## src/rtl/prio_encoder_rr_pkg.sv

```systemverilog
// prio_encoder_rr_pkg: shared constants for the registered priority encoder.
//   PRIO_FIXED - highest set bit wins
//   PRIO_RR    - round-robin search starting at a rotating pointer
package prio_encoder_rr_pkg;

  localparam int unsigned PRIO_FIXED = 0;
  localparam int unsigned PRIO_RR    = 1;

endpackage

```

## src/rtl/prio_encoder_rr_if.sv

```systemverilog
// prio_encoder_rr_if: input and output valid/ready streams of prio_encoder_rr.
//   in_valid/in_ready/din            - request vector stream into the encoder
//   out_valid/out_ready/dout/none/multi - encoded result stream out of the encoder
//   master: producer/consumer side (testbench or surrounding logic)
//   slave : the encoder itself
interface prio_encoder_rr_if #(
  parameter int unsigned WIDTH = 8
);
  localparam int unsigned IDX_W = $clog2(WIDTH);

  logic             in_valid;
  logic             in_ready;
  logic [WIDTH-1:0] din;
  logic             out_valid;
  logic             out_ready;
  logic [IDX_W-1:0] dout;
  logic             none;
  logic             multi;

  modport master (
    output in_valid, din, out_ready,
    input  in_ready, out_valid, dout, none, multi
  );

  modport slave (
    input  in_valid, din, out_ready,
    output in_ready, out_valid, dout, none, multi
  );

endinterface

```

## src/rtl/prio_encoder_rr_find.sv

```systemverilog
// prio_encoder_rr_find: combinational rotate-and-search core (prio_find).
//   i_vec   - request vector
//   i_start - first index examined; search runs downward, wrapping 0 -> WIDTH-1
//   o_idx   - index of the first set bit found (0 when none)
//   o_found - at least one bit set
//   o_multi - two or more bits set
module prio_encoder_rr_find #(
  parameter  int unsigned WIDTH = 8,
  localparam int unsigned IDX_W = $clog2(WIDTH)
) (
  input  logic [WIDTH-1:0] i_vec,
  input  logic [IDX_W-1:0] i_start,
  output logic [IDX_W-1:0] o_idx,
  output logic             o_found,
  output logic             o_multi
);

  always_comb begin
    int               pos;
    logic [IDX_W-1:0] sel;
    o_idx   = '0;
    o_found = 1'b0;
    pos     = 0;
    sel     = '0;
    for (int i = 0; i < int'(WIDTH); i++) begin
      // Wrap modulo WIDTH, not 2**IDX_W, so non-power-of-two widths never visit ghost bits.
      if (i <= int'(i_start)) pos = int'(i_start) - i;
      else                    pos = int'(i_start) + int'(WIDTH) - i;
      sel = pos[IDX_W-1:0];
      if (!o_found && i_vec[sel]) begin
        o_found = 1'b1;
        o_idx   = sel;
      end
    end
  end

  // Clearing the lowest set bit leaves something only if two or more were set.
  assign o_multi = |(i_vec & (i_vec - WIDTH'(1)));

endmodule

```

## src/rtl/prio_encoder_rr.sv

```systemverilog
// prio_encoder_rr: registered WIDTH-bit priority encoder with valid/ready handshakes.
//   clk   - rising-edge clock
//   rst_n - synchronous active-low reset
//   bus   - slave side of prio_encoder_rr_if (din stream in, dout/none/multi stream out)
// RR_MODE selects fixed (highest bit wins) or round-robin priority. The output stage is a
// single-entry register; in_ready is combinational so accept and drain can overlap.
module prio_encoder_rr
  import prio_encoder_rr_pkg::*;
#(
  parameter  int unsigned WIDTH   = 8,
  parameter  int unsigned RR_MODE = PRIO_FIXED,
  localparam int unsigned IDX_W   = $clog2(WIDTH)
) (
  input logic               clk,
  input logic               rst_n,
  prio_encoder_rr_if.slave  bus
);

  localparam logic [IDX_W-1:0] PTR_INIT = IDX_W'(WIDTH - 1);

  logic             r_out_valid;
  logic [IDX_W-1:0] r_dout;
  logic             r_none;
  logic             r_multi;
  logic [IDX_W-1:0] r_ptr;

  logic             w_in_ready;
  logic             w_accept;
  logic [IDX_W-1:0] w_start;
  logic [IDX_W-1:0] w_idx;
  logic             w_found;
  logic             w_multi;

  assign w_in_ready = !r_out_valid || bus.out_ready;
  assign w_accept   = bus.in_valid && w_in_ready;

  // In fixed mode the start index folds to the constant WIDTH-1 and r_ptr drops out.
  assign w_start = (RR_MODE == PRIO_RR) ? r_ptr : PTR_INIT;

  prio_encoder_rr_find #(
    .WIDTH (WIDTH)
  ) u_find (
    .i_vec   (bus.din),
    .i_start (w_start),
    .o_idx   (w_idx),
    .o_found (w_found),
    .o_multi (w_multi)
  );

  always_ff @(posedge clk) begin
    if (!rst_n) begin
      r_out_valid <= 1'b0;
      r_dout      <= '0;
      r_none      <= 1'b0;
      r_multi     <= 1'b0;
      r_ptr       <= PTR_INIT;
    end else begin
      if (w_accept) begin
        r_out_valid <= 1'b1;
        r_dout      <= w_idx;
        r_none      <= !w_found;
        r_multi     <= w_multi;
        // Next search begins just below the winner; an empty vector leaves the pointer alone.
        if (RR_MODE == PRIO_RR && w_found) begin
          r_ptr <= (w_idx == '0) ? PTR_INIT : w_idx - IDX_W'(1);
        end
      end else if (bus.out_ready) begin
        r_out_valid <= 1'b0;
      end
    end
  end

  assign bus.in_ready  = w_in_ready;
  assign bus.out_valid = r_out_valid;
  assign bus.dout      = r_dout;
  assign bus.none      = r_none;
  assign bus.multi     = r_multi;

endmodule
```

## src/flat_wrapper.sv

```systemverilog
// flat-port wrapper written by rule: the top's interface ports become plain ports
module prio_encoder_rr_flat import prio_encoder_rr_pkg::*;
#(
  parameter  int unsigned WIDTH   = 8,
  parameter  int unsigned RR_MODE = PRIO_FIXED,
  localparam int unsigned IDX_W   = $clog2(WIDTH)
)
  (clk, rst_n, bus_in_valid, bus_din, bus_out_ready, bus_in_ready, bus_out_valid, bus_dout, bus_none, bus_multi);
  prio_encoder_rr_if #(.WIDTH(WIDTH)) bus_i ();
  input logic clk;
  input logic rst_n;
  input wire logic [$bits(bus_i.in_valid)-1:0] bus_in_valid;
  input wire logic [$bits(bus_i.din)-1:0] bus_din;
  input wire logic [$bits(bus_i.out_ready)-1:0] bus_out_ready;
  output wire logic [$bits(bus_i.in_ready)-1:0] bus_in_ready;
  output wire logic [$bits(bus_i.out_valid)-1:0] bus_out_valid;
  output wire logic [$bits(bus_i.dout)-1:0] bus_dout;
  output wire logic [$bits(bus_i.none)-1:0] bus_none;
  output wire logic [$bits(bus_i.multi)-1:0] bus_multi;
  assign bus_i.in_valid = bus_in_valid;
  assign bus_i.din = bus_din;
  assign bus_i.out_ready = bus_out_ready;
  assign bus_in_ready = bus_i.in_ready;
  assign bus_out_valid = bus_i.out_valid;
  assign bus_dout = bus_i.dout;
  assign bus_none = bus_i.none;
  assign bus_multi = bus_i.multi;
  prio_encoder_rr #(.WIDTH(WIDTH), .RR_MODE(RR_MODE)) u_core (.clk(clk), .rst_n(rst_n), .bus(bus_i));
endmodule
```

## config.mk

```make
export PLATFORM = sky130hd
export DESIGN_NAME = prio_encoder_rr_flat
export DESIGN_NICKNAME = d
export VERILOG_FILES = /design/src/rtl/prio_encoder_rr_pkg.sv /design/src/rtl/prio_encoder_rr_if.sv /design/src/rtl/prio_encoder_rr_find.sv /design/src/rtl/prio_encoder_rr.sv /design/src/flat_wrapper.sv
export SDC_FILE = /design/constraint.sdc
export NUM_CORES = 1
export LEC_CHECK = 0
export ABC_AREA = 0
export CAP_MARGIN = 30
export CORE_MARGIN = 2
export CORE_UTILIZATION = 24
export CTS_CLUSTER_DIAMETER = 150
export DETAILED_ROUTE_END_ITERATION = 6
export GPL_TIMING_DRIVEN = 0
export PLACE_DENSITY = 0.65
export SKIP_LAST_GASP = 1
export SYNTH_ARGS = -nofsm -noshare
export SYNTH_HDL_FRONTEND = slang
export SYNTH_SLANG_ARGS = --single-unit
```

## constraint.sdc

```tcl
create_clock -name clk -period 2.3 [get_ports clk]
set_input_delay 0.46 -clock clk [delete_from_list [all_inputs] [get_ports clk]]
set_output_delay 0.46 -clock clk [all_outputs]
set_load 0.02 [all_outputs]
```

==> impl_metrics.env <==
export IMPL_outcome="complete, no violations"
export IMPL_die_height_um=40.0
export IMPL_timing_critical_path_mode_cell="sky130_fd_sc_hd__clkdlybuf4s50_1"
export IMPL_timing_critical_path_slowest_stage_cell="sky130_fd_sc_hd__clkdlybuf4s50_1"
export IMPL_number_of_cells_on_the_worst_reg_to_reg_path=4
export IMPL_postCtsHoldBufs=0
export IMPL_max_transition_margin_pct=77.0
export IMPL_worstHoldStart="u_core.bus.none"
export IMPL_sequential_share_of_power_pct=40.1
export IMPL_r2r_slack_ns=1.26
export IMPL_post_route_cells_drive_above_1_share_pct=6.67
export IMPL_io_buffers=18
export IMPL_arrival_ns=1.68
export IMPL_final_min_period_over_clock_period_pct=92.9
export IMPL_drt_antenna_violating_nets=0
export IMPL_share_comb_of_total_power_pct=25.4
export IMPL_reg2reg_from="u_core.bus.out_valid"
export IMPL_worst_setup_path_type="primary input to output port"
export IMPL_cell_internal_pwr_mw=0.210
export IMPL_final_setup_viol_count=0
export IMPL_die_width_um=40.0
export IMPL_cts_reportedPaths_clkPinSlew_ns=0.05
export IMPL_fin_tns_setup_ns=0
export IMPL_detail_route_wl_per_cell_um=10.8
export IMPL_antenna_cells=0
export IMPL_power_per_cell_area_nw_per_um2=536
export IMPL_total_switching_power_mw=0.0756
export IMPL_finalWirelength_um=796
export IMPL_cts_made_buffers=3
export IMPL_hold_path_end="u_core.bus.none"
export IMPL_clock_tree_buffer_depth=2
export IMPL_static_leakage_nw=0.197
export IMPL_critPathTopFamily="buffers and inverters"
export IMPL_vdd_ir_drop_max_uv=322
export IMPL_synthesis_area_um2=312
export IMPL_final_net_count=74
export IMPL_num_fill_cells=115
export IMPL_timing_fmax_mhz=468
export IMPL_cts_resized_gates=0
export IMPL_ys_ff_latch=6
export IMPL_drt_iter0_markers=10
export IMPL_cts_tree="done"
export IMPL_grt_pass1_wl_um=1380
export IMPL_critPathCaptureType="output port"
export IMPL_hold_viol_final=0
export IMPL_first_global_vias=356
export IMPL_post_layout_nonfiller_instances=74
export IMPL_crit_required_ns=1.84
export IMPL_path_cells="clkdlybuf4s50_1, nand2b_1, clkdlybuf4s50_1"
export IMPL_root_buffer="sky130_fd_sc_hd__clkbuf_4"
export IMPL_clk_latency_ns=0.25
export IMPL_final_min_clock_period_ns=2.14
export IMPL_cts_setup_buffers=0
export IMPL_skew_ns=0.00496
export IMPL_holdCritPathClass="flop to flop"
export IMPL_timing_critical_path_from_type="primary input"
export IMPL_detailedRoute_firstPassIterationCount=6
export IMPL_p_clk_share_pct=34.5
export IMPL_synth_lib_cells_used_distinct=21
export IMPL_most_common_layout_cells="sky130_fd_sc_hd__clkdlybuf4s50_1 (18), sky130_fd_sc_hd__nor2_1 (6), sky130_fd_sc_hd__dfxtp_1 (6)"
export IMPL_proportion_of_synthesized_chip_area_in_sequential_cells_pct=38.6
export IMPL_groute_usage_overall_pct=14.0
export IMPL_number_of_antenna_violations_at_the_first_check_in_global_routing=0
export IMPL_rsz_0062_raised_after_global_routing="false"
export IMPL_timing_max_transition_violations_final=0
export IMPL_timing_max_cap_violations=0
export IMPL_most_frequent_standard_cell_in_the_layout_excluding_fill_and_tap_cells="sky130_fd_sc_hd__clkdlybuf4s50_1"
export IMPL_switching_share_pct=26.5
export IMPL_reg2reg_to="u_core.bus.none"
export IMPL_post_route_drc_count=0
export IMPL_critPathMaxFanout=4
export IMPL_initial_core_util_pct=26.9
export IMPL_synthesis_yosys_warnings=0
export IMPL_floorplan_core_area_um2=1160
export IMPL_globalplace_congestion=0.820
export IMPL_gr_total_overflow=0
export IMPL_worst_hold_path_num_cells=2
export IMPL_multi_input_area_um2=188
export IMPL_avgViaCountPerCell=5.03
export IMPL_largest_net_degree_at_the_start_of_global_routing=7
export IMPL_dpl_hpwl_um=636
export IMPL_ios=19
export IMPL_place_detailed_instances=71
export IMPL_syn_to_layout_area_delta_pct=70.7
export IMPL_postSynthNetCount=51
export IMPL_final_seq_area_um2=120
export IMPL_slowest_delay_ns=0.62
export IMPL_transition_at_the_pin_with_the_smallest_max_transition_slack_ns=0.342
export IMPL_placement_rows=12
export IMPL_floorplan_die_area_um2=1600
export IMPL_number_of_standard_cells_after_synthesis=39
export IMPL_cts_max_level=1
export IMPL_synthesized_area_divided_by_synthesized_cell_count_um2=7.99
export IMPL_vias=372
export IMPL_cp_num_buf_inv=2
export IMPL_clock_sinks=6
export IMPL_post_route_util_pct=46.0
[cell type report]
cell class / count / share of cell area, %
clock buffers: 3 / 4.24
inverters: 1 / 0.706
multi-input cells: 32 / 35.3
flip-flops and latches: 6 / 22.6
well taps: 14 / 3.29
repair buffers: 18 / 33.9
[power groups by stage]
stage                     Clock, mW  Sequential (mW)  Combinational [mW]
after detailed placement          0            0.116              0.0727
after floorplan                   0            0.125              0.0201
final                        0.0983            0.114              0.0725
after CTS                     0.103            0.114              0.0730
after global routing          0.110            0.115              0.0798
after global placement            0            0.116              0.0724
[synthesized netlist by cell type, drive strengths merged]
cell type / number / area (um2)
dfxtp: 6 / 120
nor2: 6 / 22.5
o21ai: 5 / 25.0
nor3: 4 / 25.0
a21boi: 2 / 15.0
nand2: 2 / 7.51
a21oi: 1 / 5.00
a222oi: 1 / 10.0
a31oi: 1 / 6.26
and2: 1 / 6.26
inv: 1 / 3.75
nand2b: 1 / 6.26
nand3: 1 / 5.00
nand4: 1 / 6.26
nand4b: 1 / 8.76
nor2b: 1 / 6.26
nor4: 1 / 6.26
o2111ai: 1 / 8.76
o211a: 1 / 10.0
o21bai: 1 / 7.51
[how the worst max path moves through the flow]
stage                              from            endpoint  slack, ns  cells after the start
after detailed placement  bus_out_ready        bus_in_ready       0.16                      3
final                     bus_out_ready        bus_in_ready       0.16                      3
after global routing      bus_out_ready        bus_in_ready       0.11                      3
after global placement    bus_out_ready        bus_in_ready       0.17                      3
after CTS                 bus_out_ready        bus_in_ready       0.15                      3
after floorplan           bus_out_ready  u_core.bus.dout[2]       1.02                      3
[worst min-delay path: stages, from the launching register on]
cell and delay (ns):
sky130_fd_sc_hd__dfxtp_1 0.30, sky130_fd_sc_hd__nand2_1 0.05, sky130_fd_sc_hd__a21boi_0 0.07
[metal layers]
metal	GRT usage [%]	routed length, um	up-vias	part of all wire (%)
li1	-	-	192	-
met1	14.9	326	159	41
met2	19.0	370	17	46
met3	10.0	73	4	9.2
met4	10.3	25	0	3.1
met5	0	0	-	0
[state kept, by name (all words and copies together) (netlist names)]
signal,cells
u_core.bus.multi,1
u_core.bus.none,1
u_core.bus.out_valid,1
u_core.bus.dout,3
[kinds of logic (layout without fill, tap and decap cells)]
kind of cell           Yosys count  count (layout)  share of synthesized area [%]
AND/OR/NAND/NOR                 19              19                           32.1
buffers and inverters            1              22                           1.20
AO/OA/AOI/OAI                   13              13                           28.1
flip-flops                       6               6                           38.6
[metrics by stage]
| stage | cell area (um2) | setup slack, ns | total power [mW] | hold slack (ns) |
|---|---|---|---|---|
| floorplan | 312 | 1.02 | 0.145 | 0.537 |
| global placement | 509 | 0.175 | 0.189 | 0.453 |
| detailed placement | 509 | 0.163 | 0.189 | 0.486 |
| CTS | 532 | 0.153 | 0.290 | 0.492 |
| global route | 532 | 0.105 | 0.305 | 0.534 |
| finish | 532 | 0.163 | 0.285 | 0.479 |
Note: power is estimated with default switching activity, not from simulation.
